[config.mk]
export PLATFORM = sky130hd
export DESIGN_NAME = led_fade_pwm
export DESIGN_NICKNAME = d
export VERILOG_FILES = /design/src/rtl/led_pkg.sv /design/src/rtl/fade_chan.sv /design/src/rtl/led_fade_pwm.sv
export SDC_FILE = /design/constraint.sdc
export NUM_CORES = 1
export LEC_CHECK = 0
export CAP_MARGIN = 25
export CELL_PAD_IN_SITES_DETAIL_PLACEMENT = 1
export CELL_PAD_IN_SITES_GLOBAL_PLACEMENT = 1
export CORE_MARGIN = 4
export CORE_UTILIZATION = 45
export CTS_BUF_LIST = sky130_fd_sc_hd__clkbuf_8
export DETAILED_ROUTE_END_ITERATION = 6
export PLACE_DENSITY_LB_ADDON = 0.1
export SYNTH_ARGS = -nofsm -noshare
export SYNTH_HDL_FRONTEND = slang
export SYNTH_HIERARCHICAL = 1
export SYNTH_SLANG_ARGS = --single-unit
export TNS_END_PERCENT = 20
[constraint.sdc]
create_clock -name clk -period 2.7 [get_ports clk]
set_input_delay 0.405 -clock clk [delete_from_list [all_inputs] [get_ports clk]]
set_output_delay 0.405 -clock clk [all_outputs]
set_load 0.01 [all_outputs]
[src/rtl/led_pkg.sv]
// +----------------------------------------------------------------------------+
// | led_pkg: shared widths and defaults for the LED fade/PWM stage.            |
// | Revision: 1.0                                                              |
// +----------------------------------------------------------------------------+
`default_nettype none

package led_pkg;
    localparam int LED_N        = 8;
    localparam int PWM_W        = 8;
    localparam int FADE_DIV_DEF = 65536;

    typedef logic [PWM_W-1:0] duty_t;
endpackage

`default_nettype wire

[src/rtl/fade_chan.sv]
// +----------------------------------------------------------------------------+
// | fade_chan: one LED channel - duty register with linear afterglow and PWM.  |
// | Revision: 1.0                                                              |
// +----------------------------------------------------------------------------+
`default_nettype none

module fade_chan #(
    parameter int CNT_W     = 8,
    parameter int FADE_STEP = 1
) (
    input  logic             clk,
    input  logic             rst,
    input  logic             pattern_bit,
    input  logic [CNT_W-1:0] bright,
    input  logic             fade_en,
    input  logic             tick,
    input  logic [CNT_W-1:0] pwm_cnt,
    output logic [CNT_W-1:0] duty,
    output logic             led
);
    localparam logic [CNT_W-1:0] c_step = CNT_W'(FADE_STEP);

    logic [CNT_W-1:0] r_duty;
    logic [CNT_W-1:0] w_dec;

    // Saturating decrement so a fading channel never wraps back to bright.
    assign w_dec = (r_duty > c_step) ? (r_duty - c_step) : '0;

    always_ff @(posedge clk or posedge rst) begin
        if (rst) begin
            r_duty <= '0;
            led    <= 1'b0;
        end else begin
            if (pattern_bit) begin
                r_duty <= bright;
            end else if (!fade_en) begin
                r_duty <= '0;
            end else if (tick) begin
                r_duty <= w_dec;
            end
            led <= (r_duty > pwm_cnt);
        end
    end

    assign duty = r_duty;
endmodule

`default_nettype wire

[src/rtl/led_fade_pwm.sv]
// +----------------------------------------------------------------------------+
// | led_fade_pwm: PWM dimming with per-LED afterglow for the pattern word.     |
// | Revision: 1.0                                                              |
// +----------------------------------------------------------------------------+
`default_nettype none

module led_fade_pwm
    import led_pkg::*;
#(
    parameter int N         = LED_N,
    parameter int CNT_W     = PWM_W,
    parameter int FADE_DIV  = FADE_DIV_DEF,
    parameter int FADE_STEP = 1
) (
    input  logic             clk,
    input  logic             rst,
    input  logic [N-1:0]     pattern_in,
    input  logic [CNT_W-1:0] bright,
    input  logic             fade_en,
    output logic [N-1:0]     led_out,
    output logic             active
);
    localparam int               c_div_w    = (FADE_DIV > 1) ? $clog2(FADE_DIV) : 1;
    localparam logic [c_div_w-1:0] c_div_last = c_div_w'(FADE_DIV - 1);

    logic [CNT_W-1:0]   r_pwm_cnt;
    logic [c_div_w-1:0] r_div_cnt;
    logic               w_tick;
    logic [N-1:0]       w_nonzero;

    assign w_tick = (r_div_cnt == c_div_last);

    // Prescaler free-runs; a fall never restarts it, so the first fade step
    // lands anywhere within one prescaler period.
    always_ff @(posedge clk or posedge rst) begin
        if (rst) begin
            r_pwm_cnt <= '0;
            r_div_cnt <= '0;
            active    <= 1'b0;
        end else begin
            r_pwm_cnt <= r_pwm_cnt + 1'b1;
            r_div_cnt <= w_tick ? '0 : (r_div_cnt + 1'b1);
            active    <= |w_nonzero;
        end
    end

    for (genvar i = 0; i < N; i++) begin : g_chan
        logic [CNT_W-1:0] w_duty;

        fade_chan #(
            .CNT_W     (CNT_W),
            .FADE_STEP (FADE_STEP)
        ) u_chan (
            .clk         (clk),
            .rst         (rst),
            .pattern_bit (pattern_in[i]),
            .bright      (bright),
            .fade_en     (fade_en),
            .tick        (w_tick),
            .pwm_cnt     (r_pwm_cnt),
            .duty        (w_duty),
            .led         (led_out[i])
        );

        assign w_nonzero[i] = (w_duty != '0);
    end
endmodule

`default_nettype wire

## Word level (Yosys, flattened, before mapping)

Cells that the tools add are included.

| operators by class | value |
|---|---|
| add/sub/neg operators | 10 |
| magnitude comparators | 16 |
| equal/unequal tests | 9 |
| muxes and demuxes | 33 |
| reductions and logical operators | 9 |

Operator list:

| cell | number |
|---|---|
| $mux W8 | 32 |
| $gt A8 B1 Y1 const B | 8 |
| $gt A8 B8 Y1 | 8 |
| $reduce_bool A8 Y1 | 8 |
| $sub A8 B1 Y8 const B | 8 |
| $ne A3 B2 Y1 const B | 8 |
| $add A16 B1 Y16 const B | 1 |
| $eq A16 B16 Y1 const B | 1 |
| $mux W16 | 1 |
| $add A8 B1 Y8 const B | 1 |
| $reduce_or A8 Y1 | 1 |

| storage, ports and cells | value |
|---|---|
| bits in registers | 97 |
| input port bits | 19 |
| output and inout port bits | 9 |
| logic and storage cells | 96 |

## Logic depth before layout (Yosys ltp)

| depth | value |
|---|---|
| depth after elaboration | 5 |
| mapped depth | 9 |
| depth with buffers taken out | 8 |

## Hierarchy

The synthesis kept the hierarchy.

By module, submodules not included:

| module | instances | cells each | area each (µm²) | seq. area each (µm²) |
|---|---|---|---|---|
| fade_chan | 8 | 87 | 755.7 | 225.2 |
| led_fade_pwm | 1 | 113 | 1213.7 | 625.6 |

## Least setup slack after synthesis

Ideal clock, no wire load.

| path | value |
|---|---|
| kind | reg2reg |
| start point | register r_div_cnt[0] |
| end point | register g_chan[0].u_chan.r_duty[2] |
| setup time | 0.069 ns |
| arrival time | 2.488 ns |
| required time | 2.631 ns |
| setup slack | 0.143 ns |
| stages on the path, launching flop included | 9 |
| path buffers | 1 |
| period minus slack after synthesis | 2.557 ns |
| cell sequence | dfrtp_1 ha_1 and3_2 nand2_2 nor4_1 clkbuf_1 nor2_1 or4b_1 nand3_1 |

| between the ends | value |
|---|---|
| word-level cells in the longest chain between the ends | 2 |

RTL lines:

| item | line | RTL |
|---|---|---|
| start, declared | led_fade_pwm.sv:27 | `logic [c_div_w-1:0] r_div_cnt;` |
| start signal, assigned | led_fade_pwm.sv:42 | `r_div_cnt <= w_tick ? '0 : (r_div_cnt + 1'b1);` |
| $eq A16 B16 Y1 | led_fade_pwm.sv:31 | `assign w_tick = (r_div_cnt == c_div_last);` |
| net w_tick | led_fade_pwm.sv:28 | `logic w_tick;` |
| $ne A3 B2 Y1 (no line) | - |  |
| end signal, assigned | fade_chan.sv:35 | `r_duty <= bright;` |
| end signal, assigned | fade_chan.sv:39 | `r_duty <= w_dec;` |
| end, declared | fade_chan.sv:23 | `logic [CNT_W-1:0] r_duty;` |

The timed path passes the listed nets, and every way through them passes these cells.
A chain may end at the register's enable or synchronous reset.

## Worst setup path after layout

| path | value |
|---|---|
| start point | register r_div_cnt[0] |
| end point | register g_chan[3].u_chan.r_duty[4] |

| between the ends | value |
|---|---|
| word-level cells in the longest chain between the ends | 2 |

RTL lines:

| item | line |
|---|---|
| $eq A16 B16 Y1 | led_fade_pwm.sv:31 |
| net w_tick | led_fade_pwm.sv:28 |
| $ne A3 B2 Y1 (no line) | - |
| end signal, assigned | fade_chan.sv:35 |
| end signal, assigned | fade_chan.sv:39 |
| end, declared | fade_chan.sv:23 |

The timed path passes the listed nets, and every way through them passes these cells.

==> results.md <==
- DP Worst Slack: 0.189 ns
- Compound-cell area share of the yosys netlist: 20.0%
- Ys Warns: 6
- Worst path arrival time: 2.77 ns
- Worst slew pin tran: 0.756 ns
- Fin. max-slew vios: 0
- Rows: 46
- Leakage power: ~3.4 nW
- Final period util: 92.5%
- Final #Nets: about 950
- Share of cells above drive strength 1: 7.29%
- First-pass detailed-route iteration total: 5
- Dpl cells: 1,051
- Post-synth ARST share: 100%
- Main combinational cell family by area after synthesis: simple AND/OR/NAND/NOR gates
- Critical-path top delay cell: dfrtp_1
- CTS Root Cell: clkbuf_8
- Worst-path cell chain: ha_1 -> and3_2 -> nand2_2 -> nor4_4 -> buf_4 -> buf_4 -> nor4bb_1 -> nor3_1 -> a21oi_1 -> o31ai_1
- Post-CTS Setup Bufs: 0
- Startpoint types: flip-flop
- Global-route wire length before repair: ~37,000 um
- Synthesized cell area: 7260 sq um
- Area of the die: around 18,000 sq um
- Final WL: between 20,000 and 25,000 um
- Final Hold Vio Count: 0
- Top FF cell, synth: dfrtp_1
- Worst path most repeated cell: buf_4
- Min Tclk post-route: 2.50 ns
- Simple-gate portion of the synthesized area: 23.5%
- Port bufs: 27
- Adder-cell share of the synthesized area: 14.1%
- RSZ-0062 raised after global routing: no
- Pin count of the biggest net entering global routing: 33
- Vias per cell: approximately 6.2
- Endpoint type of the worst setup path: flip-flop
- VDD IR max: roughly 0.32 mV
- Number of inserted diodes: 0
- Total track usage: 25.9%
- Multi-input gate area: 4450 sq um
- Dpl hpwl: roughly 17,000 um
- CTS Buf Count: 9
- Drc violations: 0
- Mux cell area share after synthesis: 1.10%
- Routed WL per cell: 21.5 um
- Post-Synth XOR/XNOR Area: 2.29%
- Flops & latches, synth: 97
- Highest Clock Rate: 400 MHz
- Final ANT Viol Nets: 0
- Status: complete, no violations
- Vias in the first global route: 7,097
- # setup viols final: 0
- Initial drt markers: 428
- Remaining global-route overflow: 0
- CTS tree: done
- Syn Nets: between 900 and 1,000
- Worst rel slew slack: slightly below 50%
- Vias: 6,617
- Hold Crit Class: input port to asynchronous set/reset pin
- Post-synth EDFFs: 0
- Initial Util: 45.9%
- Core area: 15,800 sq um
- Avg Cell Area, Syn: approximately 9 sq um
- Register area: 2430 sq um
- Final RePlAce weighted congestion: 0.881
- Max-cap violations: 0
- Worst-Skew Late Latency: 0.39 ns
- Worst Skew: 0.0116 ns
- Setup slack after layout: slightly above 0.2 ns
- Max incr delay on CP: roughly 0.4 ns
- Filler Cell Count: 1,836
- Unique masters post-synth: 39
- Most frequent cells in the layout: 97 x dfrtp_1, 90 x inv_1, 82 x ha_1, 55 x nor2_1, 50 x o21ai_0
- DIE HEIGHT: 135 um
- Final Cell Area: 8130 sq um
- I/O pin cnt: 28
- Cts hold-fix bufs: 0
- H-tree depth: 3
- P&R area growth vs syn: 11.9%
- Commonest non-fill, non-tap cell in the layout: dfrtp_1
- Synth Instances: just over 800
- Clock Sinks: 97
- Critical path class: flip-flop to flip-flop
- Max Buffers Root-to-Sink: 2
- Fin Setup TNS: 0 ns
- Clk pin slew, worst setup/hold paths: 0.10 ns
- CP Data Required Time: 2.97 ns
- Cell area after placement: 7890 sq um
- PD cells: between 400 and 500 nW/um^2
- Initial antenna violation count: 0
- Post-Layout Cell Count: 1,067
- DIE WIDTH: 135 um
- CP Max Fanout: 14
- Sequential area share after synthesis: 33.4%
area by class of cell:
type	instances	share of cell area, %
multi-input cells	605	54.7
flip-flops and latches	97	29.9
repair buffers	43	5.11
inverters	90	4.16
well taps	216	3.33
clock buffers	10	1.69
clock inverters	6	1.12
cell usage after synthesis, drive strengths merged (9+ instances only):
cell type   n  area share (%)
nor2       55             2.8
and2        9            0.78
ha         82              14
nand3      24             1.7
inv        90             4.7
a21oi      24             1.7
nor2b      25             2.2
xor2       11             1.3
nor4       18             1.8
nand3b     16             1.7
clkbuf     17            0.88
nor3       25             2.3
o31ai      33             3.4
a32oi      24             2.9
a22oi      24             2.5
nand2      40             2.1
o21ai      50             3.4
dfrtp      97              33
nand4      39             3.4
per-layer routing:
metal  part of all wire [%]  vias up  track usage, %
li1                       -     3082               -
met1                     45     3333            34.2
met2                     49      163            44.5
met3                    4.3       39            3.58
met4                    2.2        0            7.73
met5                      0        -               0
critical path, delay by kind of cell (launching register included):
family	cells	cell delay (ns)
buffers and inverters	2	0.48
DFF	1	0.40
and+or+nand+nor	5	1.07
adders and majority gates	1	0.19
AOI/OAI and AO/OA	2	0.22
where the power goes:
part | internal, W | switching, W | leakage (nW)
Combinational | 0.000390 | 0.000490 | 2.11
Clock | 0.000551 | 0.000587 | 0.116
Sequential | 0.00156 | 0.000215 | 1.20
Total | 0.00251 | 0.00129 | 3.42
sequential cells by signal, indices dropped and copies added, names as in the netlist:
register            flops
g_chan.u_chan/led       8
r_div_cnt              16
r_pwm_cnt               8
g_chan.u_chan/duty     64
active                  1
final timing paths:
path | to | depth (start not counted) | slack [ns] | startpoint
worst max-delay path | g_chan[3].u_chan/duty[4] | 10 | 0.20 | r_div_cnt[0]
worst min-delay path | r_pwm_cnt[1] | 3 | 0.48 | rst
worst max register to register | g_chan[3].u_chan/duty[4] | 10 | 0.20 | r_div_cnt[0]
worst min register to register | r_div_cnt[0] | 1 | 0.49 | r_div_cnt[0]
max in group asynchronous | r_div_cnt[13] | 4 | 1.67 | rst
min in group clk | r_div_cnt[0] | 1 | 0.49 | r_div_cnt[0]
stage by stage:
stage	util, %	hold WS [ns]	power [W]
floorplan	-	0.233	0.00232
global placement	49.8	0.457	0.00262
detailed placement	49.8	0.470	0.00268
CTS	51.3	0.470	0.00381
global route	51.3	0.519	0.00401
finish	51.3	0.484	0.00380
cells by family after synthesis:
group / Yosys count
AND/OR/NAND/NOR: 293
multiplexers: 8
adder cells (fa/ha/maj): 82
flip-flops: 97
XOR/XNOR: 19
buffers and inverters: 107
AO/OA/AOI/OAI: 203
what timing repair did:
item | 4_1_cts | 5_1_grt
gates resized for setup | 0 | 1
hold endpoints to repair | 0 | 0
setup endpoints to repair | 0 | 1
(Power assumes the default switching activity.)
